--- src/rtl/dmem_responder.sv ---
// Data-memory responder: valid/ready load/store port with WAIT_STATES latency.
// Optional alignment trap: define DMEM_MISALIGN_TRAP_EN.
module dmem_responder #(
    parameter int unsigned DEPTH_WORDS = 64,
    parameter int unsigned WAIT_STATES = 1,
    parameter logic [31:0] BASE_ADDR   = 32'h0000_0000
) (
    input  logic        clk,
    input  logic        reset,
    input  logic        req_valid,
    output logic        req_ready,
    input  logic        req_we,
    input  logic [31:0] req_addr,
    input  logic [31:0] req_wdata,
    input  logic [3:0]  req_be,
    output logic        rsp_valid,
    input  logic        rsp_ready,
    output logic [31:0] rsp_rdata,
    output logic        rsp_err
);

    localparam int AW = $clog2(DEPTH_WORDS);

    typedef enum logic [1:0] {
        IDLE,
        WAIT,
        RESP
    } state_t;

    state_t      state;
    logic [3:0]  cnt;
    logic        lat_we;
    logic [31:0] lat_addr;
    logic [31:0] lat_wdata;
    logic [3:0]  lat_be;

    logic [31:0] mem [DEPTH_WORDS];

    logic        c_we;
    logic [31:0] c_addr;
    logic [31:0] c_wdata;
    logic [3:0]  c_be;
    logic [31:0] off;
    logic [AW-1:0] idx;
    logic        in_range;
    logic        misal;
    logic        ok;
    logic        commit;
    logic [31:0] rd;

    // With zero wait states the commit edge is the acceptance edge,
    // so the live request is used instead of the latched copy.
    always_comb begin
        c_we    = lat_we;
        c_addr  = lat_addr;
        c_wdata = lat_wdata;
        c_be    = lat_be;
        if (state == IDLE) begin
            c_we    = req_we;
            c_addr  = req_addr;
            c_wdata = req_wdata;
            c_be    = req_be;
        end
    end

    // Address decode, range check and optional alignment check.
    always_comb begin
        off      = c_addr - BASE_ADDR;
        idx      = off[AW+1:2];
        in_range = (off >> 2) < DEPTH_WORDS;
`ifdef DMEM_MISALIGN_TRAP_EN
        misal = ((c_be == 4'hF) && (c_addr[1:0] != 2'b00)) ||
                (((c_be == 4'h3) || (c_be == 4'hC)) && c_addr[0]);
`else
        misal = 1'b0;
`endif
        ok     = in_range && !misal;
        rd     = (!c_we && ok) ? mem[idx] : 32'h0;
        commit = ((state == IDLE) && req_valid && (WAIT_STATES == 0)) ||
                 ((state == WAIT) && (cnt == 4'd1));
    end

    // Storage array write; contents are intentionally not reset.
    always_ff @(posedge clk) begin
        if (commit && c_we && ok) begin
            for (int i = 0; i < 4; i++) begin
                if (c_be[i]) begin
                    mem[idx][8*i +: 8] <= c_wdata[8*i +: 8];
                end
            end
        end
    end

    // Request/response FSM with registered handshake outputs.
    always_ff @(posedge clk or posedge reset) begin
        if (reset) begin
            state     <= IDLE;
            cnt       <= 4'd0;
            req_ready <= 1'b1;
            rsp_valid <= 1'b0;
            rsp_rdata <= 32'h0;
            rsp_err   <= 1'b0;
            lat_we    <= 1'b0;
            lat_addr  <= 32'h0;
            lat_wdata <= 32'h0;
            lat_be    <= 4'h0;
        end else begin
            unique case (state)
                IDLE: begin
                    if (req_valid && req_ready) begin
                        lat_we    <= req_we;
                        lat_addr  <= req_addr;
                        lat_wdata <= req_wdata;
                        lat_be    <= req_be;
                        cnt       <= 4'(WAIT_STATES);
                        req_ready <= 1'b0;
                        if (WAIT_STATES == 0) begin
                            state     <= RESP;
                            rsp_valid <= 1'b1;
                            rsp_rdata <= rd;
                            rsp_err   <= !ok;
                        end else begin
                            state <= WAIT;
                        end
                    end
                end
                WAIT: begin
                    cnt <= cnt - 4'd1;
                    if (cnt == 4'd1) begin
                        state     <= RESP;
                        rsp_valid <= 1'b1;
                        rsp_rdata <= rd;
                        rsp_err   <= !ok;
                    end
                end
                RESP: begin
                    if (rsp_ready) begin
                        state     <= IDLE;
                        req_ready <= 1'b1;
                        rsp_valid <= 1'b0;
                        rsp_rdata <= 32'h0;
                        rsp_err   <= 1'b0;
                    end
                end
                default: begin
                    state     <= IDLE;
                    req_ready <= 1'b1;
                end
            endcase
        end
    end

endmodule

--- config.mk ---
export PLATFORM = sky130hd
export DESIGN_NAME = dmem_responder
export DESIGN_NICKNAME = d
export VERILOG_FILES = /design/src/rtl/dmem_responder.sv
export SDC_FILE = /design/constraint.sdc
export NUM_CORES = 2
export LEC_CHECK = 0
export CAP_MARGIN = 20
export CORE_MARGIN = 1
export CORE_UTILIZATION = 60
export DETAILED_ROUTE_END_ITERATION = 8
export DONT_BUFFER_PORTS = 1
export PLACE_DENSITY = 0.74
export SYNTH_ARGS = -nofsm -noshare
export SYNTH_HDL_FRONTEND = slang
export SYNTH_SLANG_ARGS = --single-unit
--- constraint.sdc ---
create_clock -name clk -period 6.5 [get_ports clk]
set_clock_uncertainty 0.15 [all_clocks]
set_input_delay 0.65 -clock clk [delete_from_list [all_inputs] [get_ports clk]]
set_output_delay 0.65 -clock clk [all_outputs]
set_load 0.02 [all_outputs]
==> results.md <==
* Outcome: finished clean
* Post-Syn Area per Cell at between 10 and 15 sq um
* Area of the multi-input gates at between 15,000 and 20,000 sq um
* Post-synthesis sequential area ratio at about four fifths
* Initial Util at about three fifths
* Measured slew at the worst slew-check pin at between 1 and 1.5 ns
* Initial antenna violation count at 15
* Final wirelength at between 200 and 300 mm
* PortBufs at 0
* Reg clk slew, reported paths at roughly 0.07 ns
* Worst setup margin at between 1.5 and 2 ns
* Clk buf depth at 3
* Distinct cells, synth at 86
* Worst Path Required at around 7 ns
* GR Overflow Total at 0
* Pin count of the biggest net entering global routing at approximately 120
* Worst setup slack after placement at around 2 ns
* Leak at between 30 and 40 nW
* GPL Wtd Cong at approximately 0.91
* Area leader, netlist: edfxtp_1
* Die width at 372 microns
* Die Span Y at 372 microns
* Setup Buffers After CTS at 0
* Worst path arrival time at ~5.2 ns
* Via count at approximately 55k
* Post-route ant nets at 0
* RR Startpoint: state[0]
* Mapped Nets at 5,594
* Multiplexer area fraction after synthesis at less than 1%
* H-tree levels at 4
* Worst slack on hold paths at 0.108 ns
* Synth warn at 0
* Pre-antenna DRT Iters at 9
* Root Driver: clkbuf_16
* Cells after synthesis at 5,519
* Fin cells at around 7.7k
* Io pins at between 100 and 150
* Area Growth Syn to Fin at 13.1%
* Fin nets at between 5k and 6k
* Synthesized-area fraction occupied by adder cells at less than 1%
* Final TNS setup at 0 ns
* Clock Latency Late Sink at 0.84 ns
* FF/Latch Area at 64,200 sq um
* Worst Hold Class: primary input to register
* Detailed-route DRC error count at 0
* Max-slew violation count at 0
* Number of synthesized flops with an enable pin at slightly above 2k
* Routed vias/inst at 7.15
* Layout cells sized above 1 at about an eighth
* Crit path max fanout at 32
* Worst Setup SP: state[0]
* XOR/XNOR share of the synthesized area at less than 1%
* Worst Setup End Kind: register
* Final Hold Vio Count at 0
* GRT Overall Usage at a little under two fifths
* Synth area leaders: edfxtp_1 (75%), o22ai_1 (4.6%), dfrtp_1 (3.3%)
* R2r setup slk at approximately 1.6 ns
* First-pass GRT wire length at ~360 mm
* Core area at 136,000 sq um
* Largest family of logic cells by synthesized area: compound AO/OA/AOI/OAI gates
* Setup violators final at 0
* Vias in the first global route at between 50k and 60k
* Area share of and/or/nand/nor cells after synthesis at 8.59%
* Placed cells at 7,234
* Die ar. at 139,000 sq um
* CTS tree: yes
* Synth Flop Type: edfxtp_1
* Iteration-0 DRC Markers at around 9.9k
* Period minus WS final at approximately 4.9 ns
* Dpl hpwl at between 100 and 150 mm
* Sink Count at between 2k and 2.5k
* Max-Cap Viols at 0
* RSZ-0062 raised after global routing: false
* Synth async-reset ratio at 5.01%
* FP Rows at approximately 140
* Worst vdd ir at slightly below 0.7 mV
* FMAX at 203 MHz
* Final Cycle Share at roughly three quarters
* Netlist Area Pre-Place at just over 80,000 sq um
* Startpoint types: register
* CTS Buf Count at around 200
* Number of fill cells at 8,756
* Placed Area at roughly 86,000 sq um
* Complex-gate fraction of the synthesized area at a little over a tenth
* Area share of the largest cell type after synthesis at 74.8%
* Worst setup path category: register to register
* Hold_sp: req_wdata[8]
* Cell area power density at around 410 nW/um^2
* Fin area at slightly above 90,000 sq um
* Post-DR wirelength/cell at between 30 and 40 microns
* Slew margin rel. at 13.6%
* #FFs+latches synth at about 2.2k
[cells in the mapped netlist (all sizes together) (30+ instances only)]
cell type  number
edfxtp       2048
nand2         690
o22ai         604
nor2          341
nor3          283
a21oi         280
buf           226
clkbuf        159
dfrtp         107
a31oi          67
nor4           65
nand3          64
o21ai          44
o22a           42
and3           38
mux2i          38
a211oi         37
o31ai          37
o221ai         33
or3            30
[flip-flops by register name, indices dropped and copies added (netlist names)]
signal     count
mem         2048
lat_wdata     32
rsp_rdata     32
lat_addr      30
cnt            4
lat_be         4
state          2
lat_we         1
req_ready      1
rsp_err        1
rsp_valid      1
[placed cells by master, fill, tap and decap left out, types with 35 or more instances in the layout]
cell type      instances
a211oi_1              37
a21oi_1              280
a31oi_1               66
and3_1                37
buf_4                288
clkbuf_1              65
clkbuf_16            206
dfrtp_1              107
dlygate4sd3_1         70
edfxtp_1            2048
mux2i_1               36
nand2_1              639
nand2_2               47
nand3_1               63
nor2_1               335
nor3_1               281
nor4_1                65
o21ai_0               35
o22a_1                42
o22ai_1              604
o31ai_1               37
[stage by stage]
stage                     total power, W  util (%)
after floorplan                   0.0222         -
after global placement            0.0260      62.8
after detailed placement          0.0262      63.1
after CTS                         0.0374      68.3
after global routing              0.0385      68.5
final                             0.0379      68.5
[cell type report]
class,count,area share (%)
sequential,2156,69.0
multi-input combinational,2955,17.7
clock buffer,287,6.04
timing repair buffer,427,3.85
tap,1781,2.40
clock inverter,85,0.810
inverter,23,0.0982
antenna,14,0.0377
[worst paths after layout]
kind / to / depth (start not counted)
setup / recovery: mem[62][19] / 9
hold / removal: mem[35][8] / 2
setup reg to reg: mem[62][19] / 9
hold reg to reg: lat_wdata[7] / 2
max in group asynchronous: rsp_rdata[27] / 3
min in group asynchronous: lat_addr[21] / 2
[where the power goes]
part           switching, W  internal, W
Combinational       0.00711      0.00196
Clock               0.00503      0.00644
Sequential         0.000178       0.0172
Total                0.0123       0.0256
[routing by layer]
metal,vias to the layer above,GRT usage [%],wire (microns)
met4,12,19.6,15400
met5,-,0,92
met1,27000,48.9,85100
met3,960,11.7,40300
met2,5085,55.7,116000
li1,22200,-,-
[cells by family (layout without fill, tap and decap cells)]
| family | Yosys count | count (layout) |
|---|---|---|
| flip-flops | 2156 | 2156 |
| AND/OR/NAND/NOR | 1589 | 1589 |
| AO/OA/AOI/OAI | 1323 | 1323 |
| buffers and inverters | 408 | 822 |
| multiplexers | 40 | 40 |
| adder cells (fa/ha/maj) | 2 | 2 |
| XOR/XNOR | 1 | 1 |
| other | 0 | 14 |
[critical path, cell delays in order (launching register included)]
cell and delay, ns:
dfrtp_1 0.38, buf_4 0.23, nor2_4 0.15, buf_4 0.30, buf_4 0.53, nand2_1 0.11
nand2_1 0.25, and2_1 0.86, nand2_1 0.47, nor2_1 1.05
[repair_timing]
| item | 4_1_cts | 5_1_grt |
|---|---|---|
| hold buffers | 70 | 0 |
| hold endpoints to repair | 114 | 0 |
| endpoints found under the setup margin | 0 | 0 |
| gates resized for setup | 0 | 0 |
Note: power is estimated with default switching activity, not from simulation.
